$ cat config.mk
export PLATFORM = sky130hd
export DESIGN_NAME = vid_capture
export DESIGN_NICKNAME = d
export VERILOG_FILES = /design/src/rtl/vid_capture.sv
export SDC_FILE = /design/constraint.sdc
export NUM_CORES = 1
export LEC_CHECK = 0
export BUFFER_PORTS_ARGS = -buffer_cell sky130_fd_sc_hd__buf_2
export CAP_MARGIN = 20
export CORE_UTILIZATION = 53
export DETAILED_ROUTE_END_ITERATION = 12
export MAX_ROUTING_LAYER = met4
export PLACE_DENSITY = 0.82
export RECOVER_POWER = 100
export SYNTH_ARGS = -nofsm -noshare
export SYNTH_HDL_FRONTEND = slang
export SYNTH_SLANG_ARGS = --single-unit
$ cat constraint.sdc
create_clock -name clk -period 3.5 [get_ports clk]
set_input_delay 0.35 -clock clk [delete_from_list [all_inputs] [get_ports clk]]
set_output_delay 0.35 -clock clk [all_outputs]
set_load 0.02 [all_outputs]
$ cat src/rtl/vid_capture.sv
// Single-frame video capture: packs pairs of 12-bit pixels into 32-bit words
// and streams them with addresses through a 2-entry FIFO.
module vid_capture #(
  parameter int H_PIX   = 320,
  parameter int V_LINES = 256
) (
  input  logic        clk,
  input  logic        rst,
  input  logic [11:0] vid_pixel,
  input  logic        vid_pixsync,
  input  logic        vid_hblank,
  input  logic        vid_vblank,
  input  logic        vid_locked,
  input  logic        cap_arm,
  output logic        cap_busy,
  output logic        cap_done,
  output logic        cap_err,
  output logic        wr_valid,
  input  logic        wr_ready,
  output logic [15:0] wr_addr,
  output logic [31:0] wr_data
);

  typedef enum logic [1:0] {IDLE, WAIT_FRAME, CAPTURE, DRAIN} state_t;

  state_t      state_q, state_d;
  logic        last_vblank_q;
  logic        in_line_q, in_line_d;
  logic [15:0] pix_cnt_q, pix_cnt_d;
  logic [15:0] line_cnt_q, line_cnt_d;
  logic [15:0] addr_q, addr_d;
  logic        err_q, err_d;
  logic [11:0] even_q, even_d;

  logic [47:0] fifo_q [2];
  logic        wptr_q, rptr_q;
  logic [1:0]  fcnt_q;

  logic        start_beat, cap_beat, visible, line_end;
  logic        push, push_ok, pop, overflow;
  logic        lock_err, len_err, short_err, err_any;
  logic [15:0] lines_next;
  logic        frame_done;
  logic [47:0] push_word, head;

  // Beat classification: the WAIT_FRAME beat that starts a frame is itself capture data.
  always_comb begin
    start_beat = (state_q == WAIT_FRAME) && vid_pixsync && vid_locked &&
                 !vid_vblank && last_vblank_q;
    cap_beat   = vid_pixsync && vid_locked && ((state_q == CAPTURE) || start_beat);
    visible    = cap_beat && !vid_hblank && !vid_vblank;
    line_end   = cap_beat && vid_hblank && in_line_q;
    lines_next = line_cnt_q + {15'd0, line_end};
    frame_done = line_end && (lines_next == 16'(V_LINES));

    push      = visible && pix_cnt_q[0];
    pop       = (fcnt_q != 2'd0) && wr_ready;
    push_ok   = push && ((fcnt_q != 2'd2) || pop);
    overflow  = push && (fcnt_q == 2'd2) && !pop;
    push_word = {addr_q, 4'd0, vid_pixel, 4'd0, even_q};

    lock_err  = vid_pixsync && !vid_locked &&
                ((state_q == WAIT_FRAME) || (state_q == CAPTURE));
    len_err   = line_end && (pix_cnt_q != 16'(H_PIX));
    short_err = cap_beat && vid_vblank && (lines_next < 16'(V_LINES));
    err_any   = lock_err || len_err || short_err || overflow;
  end

  always_comb begin
    state_d    = state_q;
    in_line_d  = in_line_q;
    pix_cnt_d  = pix_cnt_q;
    line_cnt_d = line_cnt_q;
    addr_d     = addr_q;
    err_d      = err_q;
    even_d     = even_q;
    cap_done   = 1'b0;

    case (state_q)
      IDLE: begin
        if (cap_arm) begin
          state_d    = WAIT_FRAME;
          err_d      = 1'b0;
          in_line_d  = 1'b0;
          pix_cnt_d  = '0;
          line_cnt_d = '0;
          addr_d     = '0;
        end
      end
      WAIT_FRAME: if (start_beat) state_d = CAPTURE;
      CAPTURE:    if (frame_done) state_d = DRAIN;
      DRAIN: begin
        if (fcnt_q == 2'd0) begin
          cap_done = 1'b1;
          state_d  = IDLE;
        end
      end
      default: state_d = IDLE;
    endcase

    if (visible) begin
      in_line_d = 1'b1;
      pix_cnt_d = (pix_cnt_q == 16'hFFFF) ? pix_cnt_q : pix_cnt_q + 16'd1;
      if (!pix_cnt_q[0]) even_d = vid_pixel;
    end
    if (line_end) begin
      in_line_d  = 1'b0;
      pix_cnt_d  = '0;
      line_cnt_d = lines_next;
    end
    if (push_ok) addr_d = addr_q + 16'd1;

    if (err_any) begin
      state_d = IDLE;
      err_d   = 1'b1;
    end
  end

  always_ff @(posedge clk or negedge rst) begin
    if (!rst) begin
      state_q       <= IDLE;
      last_vblank_q <= 1'b0;
      in_line_q     <= 1'b0;
      pix_cnt_q     <= '0;
      line_cnt_q    <= '0;
      addr_q        <= '0;
      err_q         <= 1'b0;
    end else begin
      state_q    <= state_d;
      in_line_q  <= in_line_d;
      pix_cnt_q  <= pix_cnt_d;
      line_cnt_q <= line_cnt_d;
      addr_q     <= addr_d;
      err_q      <= err_d;
      if (vid_pixsync) last_vblank_q <= vid_vblank;
    end
  end

  always_ff @(posedge clk) begin
    even_q <= even_d;
  end

  // Output FIFO: an error flushes it in the same edge that moves the FSM to IDLE.
  always_ff @(posedge clk or negedge rst) begin
    if (!rst) begin
      wptr_q <= 1'b0;
      rptr_q <= 1'b0;
      fcnt_q <= 2'd0;
    end else if (err_any) begin
      wptr_q <= 1'b0;
      rptr_q <= 1'b0;
      fcnt_q <= 2'd0;
    end else begin
      if (push_ok) wptr_q <= ~wptr_q;
      if (pop)     rptr_q <= ~rptr_q;
      fcnt_q <= fcnt_q + {1'b0, push_ok} - {1'b0, pop};
    end
  end

  always_ff @(posedge clk) begin
    if (push_ok) fifo_q[wptr_q] <= push_word;
  end

  always_comb begin
    head     = fifo_q[rptr_q];
    wr_valid = (fcnt_q != 2'd0);
    wr_addr  = wr_valid ? head[47:32] : 16'd0;
    wr_data  = wr_valid ? head[31:0]  : 32'd0;
    cap_busy = (state_q != IDLE);
    cap_err  = err_q;
  end

endmodule

==> impl_metrics.tcl <==
set metrics [dict create \
    synth.most_common_cell "edfxtp_1" \
    grt_pass1_wl_mm 22.2 \
    layout_setup_ws_ns 0.232 \
    numPortBuffers 63 \
    via_count 4746 \
    routedWlPerCell_um 16.1 \
    path_max_fanout 18 \
    syn_area_per_cell_um2 11.6 \
    grt_pass1_vias 4668 \
    grt_max_degree 42 \
    crit_family "buffers and inverters" \
    boundaryPins 72 \
    fin_skew_ns 0.0138 \
    n_antenna_cell 0 \
    rows 41 \
    netlist_instances 594 \
    r2r_cells 11 \
    grt_overflow 0 \
    htreeDepth 4 \
    start_kind "register" \
    period_needed_ns 3.27 \
    initial_utilization_pct 54.6 \
    multi_input_area_um2 2510 \
    ys_seq_area_share_pct 60.8 \
    min_from "vid_pixel[4]" \
    max_stage_delay_ns 0.62 \
    fin_crit_sh_pct 93.4 \
    ys_warn_count 0 \
    clk_latency_ns 0.42 \
    grt_usage_pct 22.8 \
    die_y_um 116 \
    yosys.area.top_type "edfxtp_1" \
    hold_depth 1 \
    drc 0 \
    antenna_found_initial 0 \
    p_seq_share_pct 37.5 \
    post_dp_cell_area_um2 7370 \
    via_per_inst 5.60 \
    path_buf_inv 4 \
    yosys.cell_types.count 53 \
    violations "max-capacitance violations, max-slew violations" \
    hold_path.class "primary input to register" \
    worstPathRequired_ns 3.77 \
    seq_area_um2 4190 \
    clock_sinks 149 \
    setup-violations-final 0 \
    clock-root-buffer "clkbuf_16" \
    clock.fmax_mhz 306 \
    dieWidth_um 116 \
    place_hpwl_mm 8.87 \
    min_to "fifo_q[1][16]" \
    p_switching_w 0.00181 \
    synthTopCellsByCount "92 x edfxtp_1, 87 x nor2_1, 57 x dfrtp_1" \
    wl_mm 13.6 \
    worst_slew_pin_slew_ns 1.52 \
    rr_startpoint "state_q[0]" \
    post-cts-setup-buffers 0 \
    drt-pass1-iter-count 5 \
    clockPowerShare_pct 33.6 \
    ant_nets 0 \
    clk_path_buf_depth 2 \
    tritoncts "yes" \
    yosys-top-cells-area "edfxtp_1 40%, dfrtp_1 21%, mux2i_1 6.0%" \
    final_area_um2 7870 \
    fill_cells 1020 \
    leakage_nw 3.09 \
    drt_iter0_drc 337 \
    critical_path_class "register to register" \
    utilization_pct 62.4 \
    area_delta_synth_final_pct 14.3 \
    r2r_end "pix_cnt_q[9]" \
    finalHoldViolations 0 \
    final_max_slew_viol_count 29 \
    dp_slack_ns 0.232 \
    ir_worst_vdd_v 0.000529 \
    p_per_area_nw_per_um2 666 \
    cp_slowest_cell "clkbuf_1" \
    ys.flop_type "edfxtp_1" \
    status "finished with violations" \
    swShare_pct 34.6 \
    synth_edf_count 92 \
    layout.nets 695 \
    async_flop_share_pct 38.3 \
    slew_headroom_pct -1.28 \
    power_frac_comb_pct 28.9 \
    clk_pin_slew_ns 0.06 \
    synth_top_area_share_pct 40.1 \
    synth_seq_cells 149 \
    intPower_w 0.00343 \
    ff2ff_setup_slack_ns 0.23 \
    cp_common_cell "inv_1" \
    path_cells "inv_1 -> ha_1 -> inv_1 -> a21o_1 -> inv_2 -> clkbuf_1 -> o32ai_1 -> nor4_2 -> nand4_1 -> xor2_1 -> nor2_1" \
    dieArea_um2 13500 \
    synth_area_um2 6890 \
    end_kind "register" \
    gp_congestion 0.916 \
    drive_above_1_share_pct 9.32 \
    placeableCoreArea_um2 12600 \
    cts_buffers 17 \
    drv_cap 1 \
    cp.arrival_ns 3.54 \
]
cells by family after synthesis:
logic type | after synthesis | share of synthesized area, %
buf+inv | 48 | 3.27
simple gates | 224 | 16.5
other cells | 1 | 0.0545
compound gates | 103 | 9.10
flops | 149 | 60.8
xor+xnor | 15 | 1.91
mux | 42 | 6.12
fa+ha+maj | 12 | 2.18
cell type report:
type,instances,share of cell area [%]
sequential,149,53.2
inverter,16,0.763
tap,172,2.73
multi-input combinational,404,31.9
clock buffer,17,5.40
timing repair buffer,75,4.05
clock inverter,15,1.95
per-layer routing:
layer / vias to the layer above / share of wire (%) / GRT usage (%) / routed length (µm)
met5: - / 0 / - / 0
met4: 0 / 1.8 / 10.6 / 250
met3: 23 / 4.6 / 5.54 / 626
met2: 141 / 50 / 36.8 / 6770
met1: 2287 / 44 / 27.0 / 5990
li1: 2295 / - / - / -
power by group through the flow:
stage	logic [W]	clock network, W	registers [W]
4_1_cts	0.00160	0.00179	0.00197
5_1_grt	0.00167	0.00188	0.00197
3_3_place_gp	0.00156	0	0.00200
6_report	0.00152	0.00176	0.00197
2_1_floorplan	0.00112	0	0.00199
3_5_place_dp	0.00159	0	0.00200
timing repair:
item,in CTS,in global routing
hold endpoints to repair,27,0
gates resized for setup,0,3
hold buffers,1,0
endpoints found under the setup margin,0,6
through the flow:
stage / total power [W] / std cells / setup TNS (ns) / hold WS (ns)
after floorplan: 0.00311 / 601 / 0 / 0.0544
after global placement: 0.00355 / 815 / 0 / 0.403
after detailed placement: 0.00359 / 815 / 0 / 0.408
after CTS: 0.00536 / 848 / 0 / 0.116
after global routing: 0.00553 / 848 / -0.00428 / 0.149
final: 0.00525 / 848 / 0 / 0.159
cell usage in the layout (no fill, tap or decap), types with 3 or more instances in the layout:
cell and count:
a21o_1 3, a21oi_1 21, a31oi_1 3, and2_1 6
and3_1 13, and4_1 6, buf_2 7, buf_4 4
clkbuf_1 59, clkbuf_16 17, clkbuf_2 3, clkinv_2 3
clkinvlp_4 3, conb_1 8, dfrtp_1 56, edfxtp_1 92
ha_1 11, inv_1 15, mux2i_1 41, nand2_1 46
nand3_1 17, nand4_1 16, nor2_1 85, nor3_1 5
nor4_1 5, o211ai_1 4, o21ai_0 48, o31ai_1 8
o41ai_1 3, or3_1 5, xnor2_1 6, xor2_1 9
worst reg2reg max path, cell delays in order, from the launching register on:
cell and delay, ns:
dfrtp_1 0.43, inv_1 0.12, ha_1 0.24, inv_1 0.11
a21o_1 0.18, inv_2 0.06, clkbuf_1 0.62, o32ai_1 0.37
nor4_2 0.62, nand4_1 0.18, xor2_1 0.17, nor2_1 0.06
worst max path at each step:
stage | slack [ns] | depth (start not counted) | end | from
finish | 0.23 | 11 | pix_cnt_q[9] | state_q[0]
detailed placement | 0.23 | 14 | fcnt_q[1] | state_q[0]
floorplan | 0.12 | 16 | state_q[0] | state_q[0]
global placement | 0.39 | 14 | rptr_q | state_q[0]
global route | -0.004 | 14 | state_q[0] | state_q[0]
CTS | 0.17 | 14 | fcnt_q[1] | state_q[0]
flip-flops by register name, summed over array words and instances, names as in the netlist, 2 cells and up:
signal and cells:
addr_q 16, pix_cnt_q 16, fcnt_q 2, state_q 2, fifo_q 80, line_cnt_q 16, even_q 12
(Power assumes the default switching activity.)
